--- config.mk ---
export PLATFORM = sky130hd
export DESIGN_NAME = ex_mdu
export DESIGN_NICKNAME = d
export VERILOG_FILES = /design/src/rtl/ex_mdu_pkg.sv /design/src/rtl/ex_mdu_div_step.sv /design/src/rtl/ex_mdu.sv
export SDC_FILE = /design/constraint.sdc
export NUM_CORES = 2
export LEC_CHECK = 0
export BUFFER_PORTS_ARGS = -buffer_cell sky130_fd_sc_hd__clkbuf_2
export CORE_MARGIN = 4
export CORE_UTILIZATION = 30
export DETAILED_ROUTE_END_ITERATION = 7
export MAX_ROUTING_LAYER = met4
export PLACE_DENSITY_LB_ADDON = 0.15
export SLEW_MARGIN = 5
export SYNTH_ARGS = -nofsm -noshare
export SYNTH_HDL_FRONTEND = slang
export SYNTH_SLANG_ARGS = --single-unit
--- constraint.sdc ---
create_clock -name clk -period 19.44 [get_ports clk]
set_input_delay 0.972 -clock clk [delete_from_list [all_inputs] [get_ports clk]]
set_output_delay 0.972 -clock clk [all_outputs]
set_load 0.005 [all_outputs]
--- src/rtl/ex_mdu_pkg.sv ---
// Shared definitions for the execute-stage multiply/divide unit:
// MDU opcodes, FSM state encodings, divider iteration default and helpers.
package ex_mdu_pkg;

   localparam logic [7:0] OP_MULT  = 8'b00011000;
   localparam logic [7:0] OP_MULTU = 8'b00011001;
   localparam logic [7:0] OP_DIV   = 8'b00011010;
   localparam logic [7:0] OP_DIVU  = 8'b00011011;

   localparam int unsigned DIV_ITERS_DEF = 32;
   localparam int unsigned WORD_W        = 32;

   localparam logic [31:0] ZEROWORD = 32'h0000_0000;
   localparam logic [31:0] ONESWORD = 32'hFFFF_FFFF;

   typedef enum logic [1:0] {
      ST_IDLE = 2'd0,
      ST_RUN  = 2'd1,
      ST_DONE = 2'd2
   } mdu_state_e;

   // Two's-complement negate when en is set; used for magnitudes and sign fix-up.
   function automatic logic [31:0] neg_if(input logic [31:0] v, input logic en);
      return en ? (~v + 32'd1) : v;
   endfunction

endpackage

--- src/rtl/ex_mdu_div_step.sv ---
// One restoring-division step: shift in a dividend bit, trial-subtract the divisor,
// keep the difference and emit a quotient 1 when it does not go negative.
module div_step (
   input  logic [32:0] rem_i,
   input  logic        bit_i,
   input  logic [31:0] divisor_i,
   output logic [32:0] rem_o,
   output logic        q_o
);

   logic [33:0] shifted;
   logic [32:0] diff;

   // Trial subtraction and restore select
   always_comb begin
      shifted = {rem_i, bit_i};
      diff    = 33'(shifted) - {1'b0, divisor_i};
      q_o     = (shifted >= {2'b00, divisor_i});
      rem_o   = q_o ? diff : 33'(shifted);
   end

endmodule

--- src/rtl/ex_mdu.sv ---
// Execute-stage multiply/divide unit. MULT/MULTU finish in the issue cycle;
// DIV/DIVU run a restoring divider and stall the pipeline until HI/LO are ready.
// Optional feature macro: MDU_DIVZERO_FAST_EN (zero divisor skips the iterations
// and raises div_zero_o for the result cycle).
module ex_mdu
   import ex_mdu_pkg::*;
#(
   parameter int unsigned DIV_ITERS = DIV_ITERS_DEF
) (
   input  logic        clk,
   input  logic        rst,
   input  logic        valid_i,
   input  logic        annul_i,
   input  logic [7:0]  aluop_i,
   input  logic [31:0] reg1_i,
   input  logic [31:0] reg2_i,
   output logic        stallreq_o,
   output logic        hilo_we_o,
   output logic [31:0] hi_o,
   output logic [31:0] lo_o
`ifdef MDU_DIVZERO_FAST_EN
   ,
   output logic        div_zero_o
`endif
);

   localparam int unsigned CNT_W = $clog2(DIV_ITERS + 1);

   mdu_state_e  state;
   logic [CNT_W-1:0] cnt;
   logic [32:0] rem_q;
   logic [31:0] dvd_q;
   logic [31:0] dsr_q;
   logic        qneg_q;
   logic        rneg_q;
   logic        dz_q;

   logic        is_mul;
   logic        is_div;
   logic        op_signed;
   logic [31:0] abs1;
   logic [31:0] abs2;
   logic        div_zero_in;
   logic [63:0] ext1;
   logic [63:0] ext2;
   logic [63:0] prod;
   logic [32:0] step_rem;
   logic        step_q;

   // Opcode decode, operand magnitudes and the single-cycle product
   always_comb begin
      is_mul      = valid_i && ((aluop_i == OP_MULT) || (aluop_i == OP_MULTU));
      is_div      = valid_i && ((aluop_i == OP_DIV)  || (aluop_i == OP_DIVU));
      op_signed   = ~aluop_i[0];
      abs1        = neg_if(reg1_i, op_signed && reg1_i[31]);
      abs2        = neg_if(reg2_i, op_signed && reg2_i[31]);
      div_zero_in = (reg2_i == ZEROWORD);
      ext1        = op_signed ? {{32{reg1_i[31]}}, reg1_i} : {ZEROWORD, reg1_i};
      ext2        = op_signed ? {{32{reg2_i[31]}}, reg2_i} : {ZEROWORD, reg2_i};
      prod        = ext1 * ext2;
   end

   div_step u_div_step (
      .rem_i     (rem_q),
      .bit_i     (dvd_q[31]),
      .divisor_i (dsr_q),
      .rem_o     (step_rem),
      .q_o       (step_q)
   );

   // Divider FSM: operand latch on issue, one quotient bit per RUN cycle
   always_ff @(posedge clk) begin
      if (rst) begin
         state  <= ST_IDLE;
         cnt    <= '0;
         rem_q  <= '0;
         dvd_q  <= ZEROWORD;
         dsr_q  <= ZEROWORD;
         qneg_q <= 1'b0;
         rneg_q <= 1'b0;
         dz_q   <= 1'b0;
      end else if (annul_i) begin
         state <= ST_IDLE;
      end else begin
         case (state)
            ST_IDLE: begin
               if (is_div) begin
                  dvd_q  <= abs1;
                  dsr_q  <= abs2;
                  qneg_q <= op_signed && (reg1_i[31] ^ reg2_i[31]);
                  rneg_q <= op_signed && reg1_i[31];
                  dz_q   <= div_zero_in;
                  cnt    <= '0;
`ifdef MDU_DIVZERO_FAST_EN
                  // Zero divisor: remainder is the dividend, no iterations needed
                  if (div_zero_in) begin
                     rem_q <= {1'b0, abs1};
                     state <= ST_DONE;
                  end else begin
                     rem_q <= '0;
                     state <= ST_RUN;
                  end
`else
                  rem_q <= '0;
                  state <= ST_RUN;
`endif
               end
            end
            ST_RUN: begin
               rem_q <= step_rem;
               dvd_q <= {dvd_q[30:0], step_q};
               cnt   <= cnt + CNT_W'(1);
               if (cnt == CNT_W'(DIV_ITERS - 1)) begin
                  state <= ST_DONE;
               end
            end
            ST_DONE: begin
               state <= ST_IDLE;
            end
            default: begin
               state <= ST_IDLE;
            end
         endcase
      end
   end

   // Stall, HI/LO write and result muxing; flush suppresses everything
   always_comb begin
      stallreq_o = 1'b0;
      hilo_we_o  = 1'b0;
      hi_o       = ZEROWORD;
      lo_o       = ZEROWORD;
`ifdef MDU_DIVZERO_FAST_EN
      div_zero_o = 1'b0;
`endif
      if (!annul_i) begin
         case (state)
            ST_IDLE: begin
               if (is_mul) begin
                  hilo_we_o = 1'b1;
                  hi_o      = prod[63:32];
                  lo_o      = prod[31:0];
               end else if (is_div) begin
                  stallreq_o = 1'b1;
               end
            end
            ST_RUN: begin
               stallreq_o = 1'b1;
            end
            ST_DONE: begin
               hilo_we_o = 1'b1;
               // Zero divisor: sign-corrected remainder equals the raw dividend
               hi_o      = neg_if(rem_q[31:0], rneg_q);
               lo_o      = dz_q ? ONESWORD : neg_if(dvd_q, qneg_q);
`ifdef MDU_DIVZERO_FAST_EN
               div_zero_o = dz_q;
`endif
            end
            default: begin
               stallreq_o = 1'b0;
            end
         endcase
      end
   end

endmodule
==> results.md <==
* TNS Setup at 0 ns
* GR Overflow Total at 0
* Asr flop ratio synth at 0
* Global-route usage over all layers at 0.214
* Area growth from synthesis to layout at 6.14%
* Max clock buf depth at 2
* Final setup margin at 6.55 ns
* #FFs+latches synth at 108
* Crit path max-delay family: adder cells
* Drt total wl at 201 mm
* Routed vias at between 40,000 and 50,000
* Die footprint at just under 200,000 sq um
* Slew HR at 0.189
* Crit Path Category: in2out
* DRC at 0
* Placed cells at 8,746
* Worst Hold Class: reg2reg
* Required @ worst endpoint at ~18 ns
* Type of origin of the critical path: input port
* Multi-input gate area at 47,500 sq um
* Pin count of the biggest net entering global routing at between 70 and 80
* Die width at 444 um
* Status: completed
* Worst EP arrival at 11.92 ns
* Starting Density at 0.303
* Htree depth at 3
* CP Max Fanout at 29
* Number of max-cap violations at 0
* Final Cycle Share at 0.663
* Setup bufs post-CTS at 0
* DR pass1 iterations at 5
* Critical-path top delay cell: fa_1
* Number of distinct library cells after synthesis at 78
* Clk slew on worst S/H paths at 0.08 ns
* CTS Sinks at 108
* Number of global-route vias before repair at 46,500
* RSZ-0062 raised after global routing: false
* Register area at 2160 sq um
* Netlist Area Pre-Place at about 57,000 sq um
* Final-layout fill cell count at 20,000
* Hold-fix buffers, CTS at 0
* Buf/Inv on CP at 9
* Net Count, Synth at 8,223
* Worst skew pair latency at 0.37 ns
* Total CTS buffers at 9
* Initial antenna violation count at 11
* Die Ht at between 400 and 500 um
* Final HPWL from detailed placement at roughly 160 mm
* Share of cells above drive strength 1 at 0.0453
* Final non-filler cell total at 8,769
* EDFF count, synth at 0
* Port Buffer Count at 141
* DP Worst Slack at around 6.5 ns
* Post-CTS resize count at 0
* Max Clk Rate at 0.0776 GHz
* GPL Wtd Cong at 0.897
* Vias/cell at about 4.8
* TritonCTS clock tree: built
* Worst-Margin Slew at 1.19 ns
* Syn Inst Count at 6,381
* Boundary Pins at 142
* 1st-iter DRT viols at 2,884
* Post-route ant nets at 0
* Site Rows at roughly 160
* Final setup fails at 0
* Prevailing post-synth register cell: dfxtp_1
* Crit-path max cell delay at 0.86 ns
* NumNets Final at approximately 8,100
* Clock root cell: clkbuf_16
* Final Hold Vio Count at 0
* Sequential share of the synthesized area at 0.0380
* Drt wl/cell at 22.9 um
* Syn avg cell area at 8.92 sq um
* Final Max Slew Viols at 0
* Final clock skew at 0.0105 ns
* CP Capture Type: primary output
* Final Critical Period at 12.89 ns
* Most used cell, CP: fa_1
* Core area at 188,000 sq um
* First-pass GRT wire length at approximately 310 mm
* Synth warnings at 0
[worst register-to-register path, delay by kind of cell (launching register included)]
kind | cells | cell delay, ns
compound gates | 9 | 2.64
fa+ha+maj | 2 | 0.64
buf+inv | 4 | 0.83
flops | 1 | 0.33
simple gates | 2 | 0.37
[registers in the layout (all words and copies together) (netlist names)]
name,flops
dsr_q,32
state,2
cnt,6
dvd_q,32
qneg_q,1
dz_q,1
rneg_q,1
rem_q,33
[through the flow]
stage	cell area, sq um	hold WS [ns]	utilization
floorplan	56900	0.427	-
global placement	60100	0.447	0.320
detailed placement	60100	0.454	0.320
CTS	60400	0.471	0.321
global route	60400	0.482	0.321
finish	60400	0.467	0.321
[metal layers]
layer,share of wire,vias to the layer above,global-route usage
met4,0.025,0,0.0411
met1,0.47,22400,0.301
met3,0.050,155,0.0178
met2,0.46,977,0.339
met5,0,-,-
li1,-,18600,-
[placed cells by master, fill, tap and decap left out, types with 32 or more instances in the layout]
cell type	instances
inv_1	1578
fa_1	1420
nand2_1	682
and2_1	582
ha_1	346
a21oi_1	186
nor2_1	162
o21ai_0	156
xnor2_1	150
clkbuf_2	141
xor2_1	108
dfxtp_1	108
buf_4	92
a21o_1	74
a211oi_1	52
o22ai_1	33
o31ai_1	32
[cells by family after synthesis]
family	after synthesis	synth area share
buf+inv	1942	0.128
simple gates	1619	0.141
compound gates	674	0.0752
mux	12	0.00213
xor+xnor	258	0.0397
flops	108	0.0380
fa+ha+maj	1768	0.576
[final timing paths]
| check | start | to | slack [ns] | cells past startpoint |
|---|---|---|---|---|
| hold / removal | cnt[5] | state[1] | 0.47 | 1 |
| setup / recovery | reg1_i[31] | hi_o[31] | 6.55 | 31 |
| setup reg to reg | dvd_q[31] | rem_q[3] | 14.56 | 17 |
| hold reg to reg | cnt[5] | state[1] | 0.47 | 1 |
[cell type report]
class,instances,share of cell area
antenna,7,0.000290
clock buffer,11,0.00402
clock inverter,5,0.000621
inverter,1579,0.0981
multi-input combinational,4331,0.786
sequential,108,0.0358
tap,2495,0.0517
timing repair buffer,233,0.0231
[cell usage after synthesis (all sizes together), types with 29 or more instances]
master | count | area (sq um)
a21o | 74 | 556
nand2 | 683 | 2560
inv | 1578 | 5920
clkbuf | 334 | 1250
and2 | 583 | 3650
dfxtp | 108 | 2160
nor2 | 164 | 616
fa | 1420 | 28400
o21ai | 158 | 795
buf | 29 | 111
a211oi | 52 | 390
xor2 | 108 | 946
xnor2 | 150 | 1310
o31ai | 33 | 253
a21oi | 186 | 931
ha | 346 | 4330
nor3 | 30 | 150
o22ai | 33 | 206
Power is left out: the tool's default activity adds up to more than one toggle a clock period on the data nets, which glitch-free logic cannot reach.
